[src/rtl/baud_nco_gen.sv]
// Fractional (NCO) baud tick generator: oversampled tick plus mid-bit and bit-boundary strobes.
// Optional BAUD_NCO_SHADOW_EN defers increment updates to the next bit boundary.
module baud_nco_gen #(
    parameter int ACC_WIDTH   = 16,
    parameter int OVERSAMPLE  = 16,
    parameter int DEFAULT_INC = 839
) (
    input  logic                 i_clk,
    input  logic                 i_rst,
    input  logic                 i_enable,
    input  logic                 i_resync,
    input  logic [ACC_WIDTH-1:0] i_cfg_inc,
    input  logic                 i_cfg_valid,
    output logic                 o_cfg_pending,
    output logic                 o_os_tick,
    output logic                 o_mid_tick,
    output logic                 o_bit_tick
);

    localparam int                   CNT_W    = $clog2(OVERSAMPLE);
    localparam logic [CNT_W-1:0]     CNT_LAST = CNT_W'(OVERSAMPLE - 1);
    localparam logic [CNT_W-1:0]     CNT_MID  = CNT_W'(OVERSAMPLE / 2 - 1);
    localparam logic [ACC_WIDTH-1:0] INC_RST  = ACC_WIDTH'(DEFAULT_INC);

    logic [ACC_WIDTH-1:0] r_acc;
    logic [ACC_WIDTH-1:0] r_inc_q;
    logic [CNT_W-1:0]     r_os_cnt;
    logic                 r_os_tick;
    logic                 r_mid_tick;
    logic                 r_bit_tick;

    logic [ACC_WIDTH:0]   w_sum;
    logic                 w_run;
    logic                 w_carry;
    logic                 w_at_last;
    logic                 w_at_mid;
    logic                 w_bit_gen;

    // resync and disable both override the carry, so ticks only come from a running accumulator
    assign w_sum     = {1'b0, r_acc} + {1'b0, r_inc_q};
    assign w_run     = i_enable & ~i_resync;
    assign w_carry   = w_run & w_sum[ACC_WIDTH];
    assign w_at_last = (r_os_cnt == CNT_LAST);
    assign w_at_mid  = (r_os_cnt == CNT_MID);
    assign w_bit_gen = w_carry & w_at_last;

    always_ff @(posedge i_clk or posedge i_rst) begin
        if (i_rst) begin
            r_acc      <= '0;
            r_os_cnt   <= '0;
            r_os_tick  <= 1'b0;
            r_mid_tick <= 1'b0;
            r_bit_tick <= 1'b0;
        end else if (!w_run) begin
            r_acc      <= '0;
            r_os_cnt   <= '0;
            r_os_tick  <= 1'b0;
            r_mid_tick <= 1'b0;
            r_bit_tick <= 1'b0;
        end else begin
            r_acc      <= w_sum[ACC_WIDTH-1:0];
            r_os_tick  <= w_carry;
            r_mid_tick <= w_carry & w_at_mid;
            r_bit_tick <= w_bit_gen;
            if (w_carry) begin
                r_os_cnt <= w_at_last ? '0 : r_os_cnt + CNT_W'(1);
            end
        end
    end

`ifdef BAUD_NCO_SHADOW_EN
    logic [ACC_WIDTH-1:0] r_shadow;
    logic                 r_pending;
    logic                 w_xfer;

    // a cfg_valid coinciding with the transfer refills the shadow and keeps pending set
    assign w_xfer = r_pending & (w_bit_gen | ~i_enable);

    always_ff @(posedge i_clk or posedge i_rst) begin
        if (i_rst) begin
            r_inc_q   <= INC_RST;
            r_shadow  <= INC_RST;
            r_pending <= 1'b0;
        end else begin
            if (w_xfer) begin
                r_inc_q <= r_shadow;
            end
            if (i_cfg_valid) begin
                r_shadow  <= i_cfg_inc;
                r_pending <= 1'b1;
            end else if (w_xfer) begin
                r_pending <= 1'b0;
            end
        end
    end

    assign o_cfg_pending = r_pending;
`else
    always_ff @(posedge i_clk or posedge i_rst) begin
        if (i_rst) begin
            r_inc_q <= INC_RST;
        end else if (i_cfg_valid) begin
            r_inc_q <= i_cfg_inc;
        end
    end

    assign o_cfg_pending = 1'b0;
`endif

    assign o_os_tick  = r_os_tick;
    assign o_mid_tick = r_mid_tick;
    assign o_bit_tick = r_bit_tick;

endmodule

[config.mk]
export PLATFORM = sky130hd
export DESIGN_NAME = baud_nco_gen
export DESIGN_NICKNAME = d
export VERILOG_FILES = /design/src/rtl/baud_nco_gen.sv
export SDC_FILE = /design/constraint.sdc
export NUM_CORES = 1
export LEC_CHECK = 0
export CAP_MARGIN = 20
export CORE_MARGIN = 2
export CORE_UTILIZATION = 58
export CTS_BUF_LIST = sky130_fd_sc_hd__clkbuf_8
export DETAILED_ROUTE_END_ITERATION = 8
export PLACE_DENSITY_LB_ADDON = 0.25
export SYNTH_ARGS = -nofsm -noshare
export SYNTH_HDL_FRONTEND = slang
export SYNTH_SLANG_ARGS = --single-unit
[constraint.sdc]
create_clock -name i_clk -period 3 [get_ports i_clk]
set_input_delay 0.6 -clock i_clk [delete_from_list [all_inputs] [get_ports i_clk]]
set_output_delay 0.6 -clock i_clk [all_outputs]
set_load 0.1 [all_outputs]
==> results.md <==
- Setup TNS: 0 ns
- Vias per cell: 5.96
- Setup-failing EPs final: 0
- Die width: 66.0 µm
- WL met1: 1.87 mm
- Sink Count: 39
- Crit-path max FO: 5
- ANT cells: 0
- Most used DFF post-synth: dfrtp_1
- Multi-input logic area: 1190 µm²
- Core Util, Final: 0.704
- Unrepaired setup endpoints after global routing: no
- H-tree depth: 2
- Slew Limit Fails: 0
- Critical path class: flip-flop to flip-flop
- Actual slew at the worst max-slew pin: 0.840 ns
- Crit share post-route: 0.830
- Routability Congestion: 0.883
- DRC errors left: 0
- Commonest non-fill, non-tap cell in the layout: dfrtp_1
- Clock Tree Root: clkbuf_8
- WL met2: 2.23 mm
- WP data required: 3.18 ns
- Register Area: 983 µm²
- Layout cells sized above 1: 0.193
- Initial Util: 0.603
- DR top layer: met4
- Syn Inst Count: 203
- Asr flop ratio synth: 1.00
- Max-cap violations: 0
- Total Routing Usage GR: 0.232
- Mapped Avg Cell Area: 11.0 µm²
- PostCTS Resize Cnt: 0
- Post-synth EDFFs: 0
- Worst skew pair latency: 0.29 ns
- VDD IR max: 0.000371 V
- #FFs+latches synth: 39
- IO Port Bufs: 23
- Min-delay worst type: flip-flop to flip-flop
- Post-Syn Area: 2230 µm²
- Io pins: 25
- Outcome: complete, no violations
- Hold WS: 0.517 ns
- CP endpoint kind: flip-flop
- Net Count, Synth: 242
- Critical Path Start Type: flip-flop
- Overflow after GRT: 0
- Final Skew: 0.00841 ns
- P_leak: 1.18 nW
- Number of global-route vias before repair: 1677
- Total Wirelength: 4.30 mm
- R2r setup slk: 0.51 ns
- Most frequent cells in the layout: dfrtp_1 (33), clkdlybuf4s50_1 (20), nor2_1 (17), ha_1 (17), mux2_2 (16)
- Total CTS buffers: 5
- Die area: 4350 µm²
- Syn. warnings: 0
- Final hold vios: 0
- Power Dens Cells: 558 nW/µm²
- Core box area: 3690 µm²
- Clock Path Buffers: 2
- DR vias: 1646
- Layout overhead on the synthesized area: 16.6%
- Initial DRC Count: 116
- Rows: 22
- Met3 wire length: 151 µm
- FILL cells: 282
- Remaining antenna violation count: 0
- DP Wirelength: 3.20 mm
- Drt pass-1 iters: 4
- Max Clk Rate: 0.401 GHz
- Seq/Total Area, Yosys: 0.442
- Routed len/inst: 15.6 µm
- Initial antenna violation count: 0
- Final min period: 2.49 ns
- CTS tree: done
- DIE HEIGHT: 66.0 µm
- Post-CTS repair timing setup buffer count: 0
- Count of cell types in the netlist: 50
- CP arrival: 2.67 ns
- Clk pin slew, worst setup/hold paths: 0.08 ns
- First-pass GRT wire length: 7.59 mm
- Final #Nets: 266
- Pin count of the biggest net entering global routing: 40
- Hold buffers post-CTS: 0
- Slew headroom: 0.438
## Yosys cell counts (2+ instances only)
library cell,count,area [µm²]
dfstp_2,6,158
ha_1,17,213
o21bai_1,2,15.0
a21o_1,6,45.0
nor2_1,17,63.8
a41o_1,2,20.0
and2_1,5,31.3
clkbuf_1,2,7.51
o221ai_1,2,17.5
nand3_1,3,15.0
o41ai_1,2,17.5
buf_4,4,30.0
dfrtp_1,33,826
mux2_2,16,180
nor3_1,2,10.0
a41oi_1,2,17.5
nor2b_1,3,18.8
xor2_1,4,35.0
a21oi_1,13,65.1
nand2_1,10,37.5
and3_1,2,12.5
inv_1,2,7.51
a211oi_1,3,22.5
nand4_1,2,12.5
xnor2_1,7,61.3
o21ai_0,9,45.0
a31oi_1,4,25.0
## where the power goes
part	internal [mW]	switching [mW]	total [mW]	leakage (nW)
registers	0.577	0.0222	0.599	0.493
clock network	0.269	0.179	0.448	0.0612
logic	0.174	0.227	0.401	0.622
total	1.02	0.428	1.45	1.18
## stage by stage
step                      power (mW)  cells  setup WS (ns)  cell area (µm²)
final                           1.45    276          0.509             2590
after global routing            1.53    276          0.379             2590
after CTS                       1.46    276          0.500             2590
after detailed placement        1.01    268          0.517             2480
after global placement         0.994    268          0.606             2480
after floorplan                0.917    203          0.686             2230
## flip-flops by register name, indices dropped and copies added (netlist names)
register,count
r_inc_q,16
r_os_cnt,4
o_bit_tick,1
o_os_tick,1
o_mid_tick,1
r_acc,16
## critical path, cell delays in order, from the launching register on
cell and delay [ns]:
dfrtp_1 0.37, ha_1 0.23, fa_1 0.44, a211oi_2 0.32, nor2_4 0.08, a41oi_4 0.29
o211ai_2 0.18, and2_1 0.23, a41o_1 0.23
## metal layers
metal,global-route usage,up-vias
met1,0.282,816
li1,-,794
met4,0.0816,0
met5,0,-
met2,0.405,31
met3,0.0528,5
## worst paths after layout
kind / startpoint / end / cells past startpoint
setup / recovery: r_acc[0]$_DFF_PP0_ / r_os_cnt[3]$_DFFE_PP0P_ / 8
hold / removal: r_inc_q[13]$_DFFE_PP0P_ / r_inc_q[13]$_DFFE_PP0P_ / 1
setup reg to reg: r_acc[0]$_DFF_PP0_ / r_os_cnt[3]$_DFFE_PP0P_ / 8
hold reg to reg: r_inc_q[13]$_DFFE_PP0P_ / r_inc_q[13]$_DFFE_PP0P_ / 1
max in group asynchronous: i_rst / r_inc_q[9]$_DFFE_PP1P_ / 3
min in group asynchronous: i_rst / o_os_tick$_DFF_PP0_ / 3
## cell families after synthesis
logic type / count (synthesis) / share of synthesized area
buf+inv: 10 / 0.0242
simple gates: 49 / 0.108
flops: 39 / 0.442
other cells: 1 / 0.00168
xor+xnor: 11 / 0.0433
fa+ha+maj: 18 / 0.105
compound gates: 58 / 0.191
mux: 17 / 0.0854
## layout make-up
| type | instances | area share |
|---|---|---|
| well taps | 48 | 0.0231 |
| repair buffers | 25 | 0.0916 |
| clock buffers | 6 | 0.0318 |
| inverters | 2 | 0.00289 |
| clock inverters | 2 | 0.0135 |
| multi-input cells | 154 | 0.458 |
| flip-flops and latches | 39 | 0.379 |
No activity file was read; power rests on OpenSTA's default activity.
